## src/rtl/ibex_irq_sched.sv

```systemverilog
// ---------------------------------------------------------------------------
// ibex_irq_sched
//
// Interrupt scheduler that sits between the raw irq inputs and the core
// controller. Its jobs:
//   - Register the raw inputs.
//   - Latch rising-edge fast sources and the NMI.
//   - Apply mstatus.MIE / mie masking.
//   - Pick one winner by priority.
//   - Hold the winner as a stable (req, cause) pair until the controller acks.
//   - After an ack, sit in HOLD for HoldCycles cycles before arbitrating again.
//
// Pending/enable vectors use the irqs_t layout: {sw, timer, ext, fast[14:0]}.
//
// Parameters:
//   FastEdgeMask  per-bit; 1 = irq_fast_i[n] is rising-edge latched, 0 = level
//   HoldCycles    cycles spent in HOLD after an ack (legal 1..3)
//
// Ports:
//   clk_i, rst_ni         clock, asynchronous active-low reset
//   irq_software_i        machine software irq (level)
//   irq_timer_i           machine timer irq (level)
//   irq_external_i        machine external irq (level)
//   irq_fast_i[14:0]      fast irqs, level or edge per FastEdgeMask
//   irq_nm_i              non-maskable irq, rising-edge latched
//   csr_mstatus_mie_i     global machine irq enable
//   csr_mie_i[17:0]       per-source enables (irqs_t layout)
//   debug_mode_i          blocks every source, including the NMI
//   irq_ack_i             controller accepted irq_cause_o (honoured only in REQ)
//   irq_req_o             registered request to the controller
//   irq_cause_o[5:0]      registered exc_cause_e of the winner, stable in REQ
//   irq_pending_o         any enabled pending irq or NMI (WFI wakeup)
//   csr_mip_o[17:0]       pending vector (irqs_t layout)
//
// Configuration macro:
//   IBEX_IRQ_FAST_RR_EN   when defined, the fast group is served round-robin.
//                         A 4-bit pointer moves to (acked fast id + 1) mod 15.
//                         When undefined, the lowest fast index wins and no
//                         pointer flops exist.
// ---------------------------------------------------------------------------
module ibex_irq_sched #(
    parameter logic [14:0] FastEdgeMask = 15'h0000,
    parameter int unsigned HoldCycles   = 1
) (
    input  logic        clk_i,
    input  logic        rst_ni,
    input  logic        irq_software_i,
    input  logic        irq_timer_i,
    input  logic        irq_external_i,
    input  logic [14:0] irq_fast_i,
    input  logic        irq_nm_i,
    input  logic        csr_mstatus_mie_i,
    input  logic [17:0] csr_mie_i,
    input  logic        debug_mode_i,
    input  logic        irq_ack_i,
    output logic        irq_req_o,
    output logic [5:0]  irq_cause_o,
    output logic        irq_pending_o,
    output logic [17:0] csr_mip_o
);

    typedef enum logic [1:0] {
        ST_IDLE = 2'b00,
        ST_REQ  = 2'b01,
        ST_HOLD = 2'b10
    } state_e;

    localparam logic [1:0] HOLD_LAST = 2'(HoldCycles - 32'd1);

    localparam logic [5:0] CAUSE_NMI  = 6'h3F;
    localparam logic [5:0] CAUSE_FAST = 6'h30;
    localparam logic [5:0] CAUSE_EXT  = 6'h2B;
    localparam logic [5:0] CAUSE_SW   = 6'h23;
    localparam logic [5:0] CAUSE_TMR  = 6'h27;

    // Round-robin search over the fast group starting at ptr.
    // Returns {found, id}.
    function automatic logic [4:0] rr_pick(input logic [15:0] elig, input logic [3:0] ptr);
        logic [4:0] idx;
        logic       found;
        logic [3:0] id;
        found = 1'b0;
        id    = 4'd0;
        for (int i = 0; i < 15; i++) begin
            idx = {1'b0, ptr} + 5'(i);
            if (idx >= 5'd15) begin
                idx = idx - 5'd15;
            end else begin
                idx = idx;
            end
            if (!found && elig[idx[3:0]]) begin
                found = 1'b1;
                id    = idx[3:0];
            end
        end
        return {found, id};
    endfunction

    // Registered copies of the raw inputs plus edge history.
    logic [17:0] r_irq_q;
    logic [14:0] r_fast_prev;
    logic        r_nmi_q;
    logic        r_nmi_prev;
    logic [14:0] r_fast_latch;
    logic        r_nmi_latch;

    state_e      r_state;
    state_e      w_state_d;
    logic [1:0]  r_hold_cnt;
    logic [1:0]  w_hold_d;
    logic        r_req;
    logic        w_req_d;
    logic [5:0]  r_cause;
    logic [5:0]  w_cause_d;
    logic        w_ack_fire;

    logic [14:0] w_fast_edge;
    logic        w_nmi_edge;
    logic [17:0] w_mip;
    logic        w_nmi_pend;
    logic [17:0] w_elig;
    logic        w_nmi_elig;
    logic        w_any;
    logic [4:0]  w_rr;
    logic        w_fast_found;
    logic [3:0]  w_fast_id;
    logic [5:0]  w_win_cause;
    logic        w_clr_nmi;
    logic        w_ack_fast;
    logic [14:0] w_fast_clr;
    logic [3:0]  w_rr_ptr;

    // Edges are seen one cycle after the input rises; the latch then holds
    // them. OR-ing the live edge into the pending view keeps mip at a single
    // cycle of latency for edge sources as well as level sources.
    assign w_fast_edge = r_irq_q[14:0] & ~r_fast_prev;
    assign w_nmi_edge  = r_nmi_q & ~r_nmi_prev;
    assign w_nmi_pend  = r_nmi_latch | w_nmi_edge;

    assign w_mip = {r_irq_q[17:15],
                    (FastEdgeMask & (r_fast_latch | w_fast_edge)) |
                    (~FastEdgeMask & r_irq_q[14:0])};

    assign w_elig     = debug_mode_i ? 18'h00000 : (w_mip & csr_mie_i & {18{csr_mstatus_mie_i}});
    assign w_nmi_elig = ~debug_mode_i & w_nmi_pend;
    assign w_any      = w_nmi_elig | (|w_elig);

`ifdef IBEX_IRQ_FAST_RR_EN
    logic [3:0] r_rr_ptr;
    assign w_rr_ptr = r_rr_ptr;

    // Round-robin pointer: moves just past the fast source that was acked.
    always_ff @(posedge clk_i or negedge rst_ni) begin
        if (!rst_ni) begin
            r_rr_ptr <= 4'd0;
        end else if (w_ack_fast) begin
            r_rr_ptr <= (r_cause[3:0] == 4'd14) ? 4'd0 : (r_cause[3:0] + 4'd1);
        end else begin
            r_rr_ptr <= r_rr_ptr;
        end
    end
`else
    assign w_rr_ptr = 4'd0;
`endif

    assign w_rr         = rr_pick({1'b0, w_elig[14:0]}, w_rr_ptr);
    assign w_fast_found = w_rr[4];
    assign w_fast_id    = w_rr[3:0];

    // Fixed priority: NMI > fast group > ext > sw > timer.
    always_comb begin
        w_win_cause = 6'h00;
        if (w_nmi_elig) begin
            w_win_cause = CAUSE_NMI;
        end else if (w_fast_found) begin
            w_win_cause = CAUSE_FAST + {2'b00, w_fast_id};
        end else if (w_elig[15]) begin
            w_win_cause = CAUSE_EXT;
        end else if (w_elig[17]) begin
            w_win_cause = CAUSE_SW;
        end else if (w_elig[16]) begin
            w_win_cause = CAUSE_TMR;
        end else begin
            w_win_cause = 6'h00;
        end
    end

    // Next-state, request and cause logic for the IDLE/REQ/HOLD sequencer.
    always_comb begin
        w_state_d  = r_state;
        w_hold_d   = r_hold_cnt;
        w_req_d    = r_req;
        w_cause_d  = r_cause;
        w_ack_fire = 1'b0;
        case (r_state)
            ST_IDLE: begin
                if (w_any) begin
                    w_state_d = ST_REQ;
                    w_req_d   = 1'b1;
                    w_cause_d = w_win_cause;
                end else begin
                    w_req_d   = 1'b0;
                end
            end
            ST_REQ: begin
                // The cause is frozen here; the ack is honoured even if
                // the source has since been withdrawn or masked.
                if (irq_ack_i) begin
                    w_state_d  = ST_HOLD;
                    w_req_d    = 1'b0;
                    w_hold_d   = 2'd0;
                    w_ack_fire = 1'b1;
                end else if (debug_mode_i) begin
                    w_state_d = ST_IDLE;
                    w_req_d   = 1'b0;
                end else begin
                    w_req_d   = 1'b1;
                end
            end
            ST_HOLD: begin
                w_req_d = 1'b0;
                if (r_hold_cnt == HOLD_LAST) begin
                    w_state_d = ST_IDLE;
                end else begin
                    w_hold_d = r_hold_cnt + 2'd1;
                end
            end
            default: begin
                w_state_d = ST_IDLE;
                w_req_d   = 1'b0;
                w_hold_d  = 2'd0;
            end
        endcase
    end

    // The acked cause identifies which latch to retire; level bits have no
    // latch, so clearing them is a no-op through FastEdgeMask.
    assign w_clr_nmi  = w_ack_fire && (r_cause == CAUSE_NMI);
    assign w_ack_fast = w_ack_fire && (r_cause[5:4] == 2'b11) && (r_cause[3:0] != 4'hF);
    assign w_fast_clr = w_ack_fast ? (15'h0001 << r_cause[3:0]) : 15'h0000;

    // Input registers, edge history and edge/NMI latches. A new edge in the
    // same cycle as the ack keeps its latch set.
    always_ff @(posedge clk_i or negedge rst_ni) begin
        if (!rst_ni) begin
            r_irq_q      <= 18'h00000;
            r_fast_prev  <= 15'h0000;
            r_nmi_q      <= 1'b0;
            r_nmi_prev   <= 1'b0;
            r_fast_latch <= 15'h0000;
            r_nmi_latch  <= 1'b0;
        end else begin
            r_irq_q      <= {irq_software_i, irq_timer_i, irq_external_i, irq_fast_i};
            r_fast_prev  <= r_irq_q[14:0];
            r_nmi_q      <= irq_nm_i;
            r_nmi_prev   <= r_nmi_q;
            r_fast_latch <= ((r_fast_latch & ~w_fast_clr) | w_fast_edge) & FastEdgeMask;
            r_nmi_latch  <= (r_nmi_latch & ~w_clr_nmi) | w_nmi_edge;
        end
    end

    // Sequencer state, hold counter and registered request/cause outputs.
    always_ff @(posedge clk_i or negedge rst_ni) begin
        if (!rst_ni) begin
            r_state    <= ST_IDLE;
            r_hold_cnt <= 2'd0;
            r_req      <= 1'b0;
            r_cause    <= 6'h00;
        end else begin
            r_state    <= w_state_d;
            r_hold_cnt <= w_hold_d;
            r_req      <= w_req_d;
            r_cause    <= w_cause_d;
        end
    end

    assign irq_req_o     = r_req;
    assign irq_cause_o   = r_cause;
    assign csr_mip_o     = w_mip;
    assign irq_pending_o = (|(w_mip & csr_mie_i)) | w_nmi_pend;

endmodule

```

## config.mk

```make
export PLATFORM = sky130hd
export DESIGN_NAME = ibex_irq_sched
export DESIGN_NICKNAME = d
export VERILOG_FILES = /design/src/rtl/ibex_irq_sched.sv
export SDC_FILE = /design/constraint.sdc
export NUM_CORES = 1
export LEC_CHECK = 0
export BUFFER_PORTS_ARGS = -buffer_cell sky130_fd_sc_hd__buf_2
export CAP_MARGIN = 20
export CELL_PAD_IN_SITES_DETAIL_PLACEMENT = 0
export CELL_PAD_IN_SITES_GLOBAL_PLACEMENT = 1
export CORE_UTILIZATION = 30
export CTS_CLUSTER_DIAMETER = 60
export DETAILED_ROUTE_END_ITERATION = 8
export PLACE_DENSITY = 0.86
export RECOVER_POWER = 100
export SETUP_SLACK_MARGIN = 0.5
export SLEW_MARGIN = 5
export SYNTH_ARGS = -nofsm -noshare
export SYNTH_HDL_FRONTEND = slang
export SYNTH_SLANG_ARGS = --single-unit
```

## constraint.sdc

```tcl
create_clock -name clk_i -period 2 [get_ports clk_i]
set_input_delay 0 -clock clk_i [delete_from_list [all_inputs] [get_ports clk_i]]
set_output_delay 0 -clock clk_i [all_outputs]
set_load 0.01 [all_outputs]
```

## Yosys cells after proc, flatten, opt, wreduce, memory -nomap -nowiden

Index checks and enable logic that the tools add are counted.

| word-level totals | value |
|---|---|
| word-level logic and storage cells | 116 |
| register bits after elaboration | 32 |

| operators by class | value |
|---|---|
| add/sub/neg operators | 2 |
| bitwise gates (word level) | 13 |
| equal/unequal tests | 8 |
| reduce and logical (&&, ||, !) cells | 36 |
| mux-type cells | 49 |

Operator list:

| operator | count |
|---|---|
| $and A18 B18 Y18 | 2 |
| $reduce_or A18 Y1 | 2 |
| $mux W6 | 5 |
| $mux W4 | 7 |
| $mux W1 | 21 |
| $mux W18 | 1 |
| $mux W2 | 8 |
| $logic_and A1 B1 Y1 | 15 |
| $logic_not A1 Y1 | 14 |
| $mux W3 | 4 |
| $pmux W2 S3 | 2 |
| $ne A2 B2 Y1 const B | 4 |
| $add A5 B5 Y6 const A | 1 |
| $eq A6 B6 Y1 const B | 1 |
| $reduce_and A3 Y1 | 2 |
| $logic_not A2 Y1 | 2 |
| $not A1 Y1 | 4 |
| $or A1 B1 Y1 | 4 |
| $and A1 B1 Y1 | 3 |
| $ne A3 B3 Y1 const B | 1 |
| $add A2 B1 Y2 const B | 1 |
| $eq A2 B1 Y1 const B | 1 |
| $eq A2 B2 Y1 const B | 1 |
| $pmux W1 S2 | 1 |
| $reduce_and A2 Y1 | 1 |

## Longest topological paths before layout

| depth | value |
|---|---|
| depth in word-level cells | 49 |
| depth in mapped cells | 6 |
| depth with buffers taken out | 6 |

## Worst setup path before layout

Ideal clock, no wire load.

| path | value |
|---|---|
| kind | register -> register |
| start | reg r_irq_q[8] (netlist: csr_mip_o[8]) |
| end | reg r_cause[2] (netlist: irq_cause_o[2]) |
| data required time | 1,875 ps |
| data arrival time | 2,024 ps |
| path slack | -150 ps |
| buffers on the path | 1 |
| cell stages (with the launch flop) | 7 |
| path through | dfrtp_1 > a222oi_1 > nand3_2 > or3_4 > and2_1 > buf_6 > mux2_4 |

| on the way | value |
|---|---|
| word-level cells in the longest chain between the ends | 26 |

Ends and longest elaborated chain:

| element | RTL line | source |
|---|---|---|
| start, declared | 100 | `logic [17:0] r_irq_q;` |
| start signal, assigned | 253 | `r_irq_q <= {irq_software_i, irq_timer_i, irq_external_i, irq_fast_i};` |
| $and A18 B18 Y18 (*) (2 in a row) | 144 | `assign w_elig = debug_mode_i ? 18'h00000 : (w_mip & csr_mie_i & {18{csr_mstatus_mie_i}});` |
| $mux W18 (*) | 144 |  |
| $logic_and A1 B1 Y1 | 91 | `if (!found && elig[idx[3:0]]) begin` |
| $mux W1 | 91 |  |
| $logic_not A1 Y1 | 91 |  |
| $logic_and A1 B1 Y1 | 91 |  |
| $mux W1 | 91 |  |
| $logic_not A1 Y1 | 91 |  |
| (+9 left out) | - |  |
| $logic_and A1 B1 Y1 | 91 |  |
| $mux W1 | 91 |  |
| $logic_not A1 Y1 | 91 |  |
| $logic_and A1 B1 Y1 | 91 |  |
| $mux W4 | 91 |  |
| $add A5 B5 Y6 | 176 | `w_win_cause = CAUSE_FAST + {2'b00, w_fast_id};` |
| $mux W6 | 175 | `end else if (w_fast_found) begin` |
| $mux W6 | 173 | `if (w_nmi_elig) begin` |
| end signal, assigned | 273 | `r_cause <= w_cause_d;` |
| end, declared | 113 | `logic [5:0] r_cause;` |

Every way passes the cells marked *; elsewhere a longest branch is shown, timed or not.
A chain may end at the register's enable or synchronous reset.

## Worst setup path in the final report

| path | value |
|---|---|
| start | reg r_irq_q[12] (netlist: csr_mip_o[12]) |
| end | reg r_cause[3] (netlist: irq_cause_o[3]) |

| on the way | value |
|---|---|
| word-level cells in the longest chain between the ends | 14 |

Ends and longest elaborated chain:

| element | RTL line |
|---|---|
| $and A18 B18 Y18 (*) (2 in a row) | 144 |
| $mux W18 (*) | 144 |
| $logic_and A1 B1 Y1 | 91 |
| $mux W1 | 91 |
| $logic_not A1 Y1 | 91 |
| $logic_and A1 B1 Y1 | 91 |
| $mux W1 | 91 |
| $logic_not A1 Y1 | 91 |
| $logic_and A1 B1 Y1 | 91 |
| $mux W4 | 91 |
| $add A5 B5 Y6 | 176 |
| $mux W6 | 175 |
| $mux W6 | 173 |

Marked as above.

==> impl_metrics.tcl <==
set metrics [dict create \
    dr.pass1.iters 4 \
    required_ns 2.17 \
    period_needed_ns 1.90 \
    power.internal_mw 1.29 \
    clkLatencyLatePin_ns 0.28 \
    critPathLaunchType "register" \
    die_x_um 69.3 \
    fin_nets 266 \
    maxCapViolCount 0 \
    antenna_found_initial 0 \
    synthesis.area_um2 1360 \
    hold_viol_final 0 \
    start_util 0.312 \
    grt_pass1_vias 1348 \
    worstSetupPathType "register to register" \
    syn-num-nets 161 \
    wl_per_cell_um 13.3 \
    cts_sinks 32 \
    synth_seq_cells 32 \
    crit_arrival_ns 2.06 \
    final_common_cell "buf_2" \
    combPwrFrac 0.260 \
    drive_gt1_frac 0.295 \
    clock_path_buffers 2 \
    root_buffer "clkbuf_8" \
    netSwitchingFraction 0.299 \
    post-place-ws_ns -0.0463 \
    leakagePower_nw 0.946 \
    grt_pass1_wl_um 6010 \
    dp_hpwl_um 2610 \
    yosys_warnings 0 \
    grt_start_max_net_pins 33 \
    grt_remaining_overflow 0 \
    p_sw_uw 548 \
    avgSynthCellArea_um2 11.5 \
    outcome "finished clean" \
    dieArea_um2 4800 \
    p_total_mw 1.83 \
    fmax_ghz 0.528 \
    cp-end-kind "register" \
    p_seq_frac 0.464 \
    hold_start "irq_ack_i" \
    port_buffers 67 \
    layout_setup_ws_ns 0.104 \
    whs_endpoint "r_state[1]" \
    syn_to_final_growth_pct 55.9 \
    power_density_nw_per_um2 866 \
    rrSetupSlack_ns 0.10 \
    antenna_left 0 \
    pin_count 68 \
    max-vdd-ir-drop_mv 0.475 \
    yosysSeqAreaShare 0.589 \
    ys_types 36 \
    reg2regPathDepth 6 \
    relSlewSlack 0.478 \
    htreeDepth 2 \
    gp_congestion 0.761 \
    drc 0 \
    clk_pin_slew_worst_paths_ns 0.06 \
    drt-initial-drc-count 100 \
    rr_startpoint "csr_mip_o[12]" \
    cts_tree "done" \
    num_antenna_cells 0 \
    hold_depth 3 \
    setup_viol 0 \
    drv_slew 0 \
    cts_buffers 5 \
    via_per_inst 4.98 \
    worstMarginPinSlew_ns 0.782 \
    synthCells 118 \
    finClkSkew_ns 0.00376 \
    vias 1375 \
    fill_cells 417 \
    rsz0062_at_grt "true" \
    final_cell_mix "40 x buf_2, 32 x dfrtp_1, 30 x clkbuf_1" \
    r2r-end "irq_cause_o[3]" \
    routed_wl_um 3660 \
    die_h_um 69.3 \
    hp-class "input pin to register" \
    p_clk_frac 0.276 \
    core_um2 4350 \
    grt_usage 0.162 \
    min_period_over_period 0.948 \
    num_rows 24 \
    crit_fanout 7 \
]
[cell families (layout without fill, tap and decap cells)]
family,Yosys count,count (layout),share of synthesized area
AO/OA/AOI/OAI,37,37,0.199
adder cells (fa/ha/maj),1,1,0.00921
buffers and inverters,5,111,0.0193
flip-flops,32,32,0.589
multiplexers,2,2,0.0221
AND/OR/NAND/NOR,41,41,0.161
[state kept, by name, summed over array words and instances, names as in the netlist]
name and flops:
csr_mip_o 18, r_nmi_latch 1, r_nmi_q 1, r_hold_cnt 2
r_state 2, irq_cause_o 6, r_nmi_prev 1, irq_req_o 1
[repair_timing]
item	in CTS	in global routing
hold buffers	20	0
resized for setup	2	3
cloned	0	0
setup endpoints to repair	9	9
buffers inserted	6	4
endpoints found under the hold margin	51	0
pin swaps	4	4
[layout make-up]
| type | instances | area (um^2) | share of cell area |
|---|---|---|---|
| flip-flops and latches | 32 | 801 | 0.378 |
| clock buffers | 8 | 90.1 | 0.0425 |
| multi-input cells | 81 | 558 | 0.263 |
| inverters | 4 | 15.0 | 0.00709 |
| well taps | 52 | 65.1 | 0.0307 |
| repair buffers | 99 | 589 | 0.278 |
[synth_stat cells, drive strengths merged]
cell type,instances,share of area
a211oi,1,0.0055
a21boi,1,0.0055
a21oi,5,0.018
a222oi,3,0.022
a22o,3,0.019
a22oi,5,0.028
a2bb2oi,2,0.013
a31oi,2,0.0092
a32o,2,0.015
a32oi,1,0.0064
and2,1,0.0046
and3,1,0.0055
buf,1,0.0083
dfrtp,32,0.59
ha,1,0.0092
inv,4,0.011
mux2,2,0.022
nand2,18,0.050
nand2b,2,0.0092
nand3,3,0.015
nand3b,1,0.0055
nand4,3,0.014
nor2,1,0.0028
nor2b,2,0.0092
nor3,2,0.0074
nor4,1,0.0046
nor4b,1,0.0064
o211ai,1,0.0055
o21ai,7,0.026
o221ai,1,0.0064
o31ai,2,0.011
o41a,1,0.0083
or2,3,0.014
or2b,1,0.0055
or3,1,0.0083
[stage by stage]
stage | area (um^2) | util | setup TNS [ns] | hold WS [ns] | instances
after CTS | 2110 | 0.486 | 0 | 0.0230 | 272
after global routing | 2120 | 0.486 | -0.0176 | 0.0691 | 276
after global placement | 1770 | 0.405 | 0 | 0.0830 | 238
final | 2120 | 0.486 | 0 | 0.0228 | 276
after floorplan | 1360 | - | -0.150 | -0.296 | 118
after detailed placement | 1770 | 0.405 | -0.0917 | 0.0960 | 238
[worst max-delay path by stage]
stage	start	slack, ns	to	depth (start not counted)
2_1_floorplan	csr_mip_o[9]	-0.07	irq_cause_o[2]	6
3_3_place_gp	csr_mip_o[16]	0.05	irq_cause_o[2]	5
3_5_place_dp	csr_mip_o[12]	-0.05	irq_cause_o[2]	5
4_1_cts	csr_mip_o[15]	0.09	irq_cause_o[2]	5
5_1_grt	csr_mip_o[12]	-0.008	irq_cause_o[2]	6
6_report	csr_mip_o[12]	0.10	irq_cause_o[3]	6
[routing by layer]
layer,up-vias,track usage,wire [um]
li1,658,-,-
met2,51,0.278,1810
met5,-,0,0
met4,0,0.0612,61
met1,659,0.191,1550
met3,7,0.0465,231
[worst max-delay path, stage by stage, from the launching register on]
cell	delay (ns)
dfrtp_1	0.39
a222oi_1	0.34
buf_4	0.18
nand3_4	0.07
or3_4	0.33
and2_4	0.17
mux2_4	0.29
[power by group through the flow]
stage / registers [mW] / logic (mW) / clock network, mW
final: 0.850 / 0.477 / 0.507
after global placement: 0.853 / 0.429 / 0
after CTS: 0.846 / 0.488 / 0.519
after global routing: 0.866 / 0.528 / 0.554
after detailed placement: 0.857 / 0.432 / 0
after floorplan: 0.872 / 0.229 / 0
Note: power is estimated with default switching activity, not from simulation.
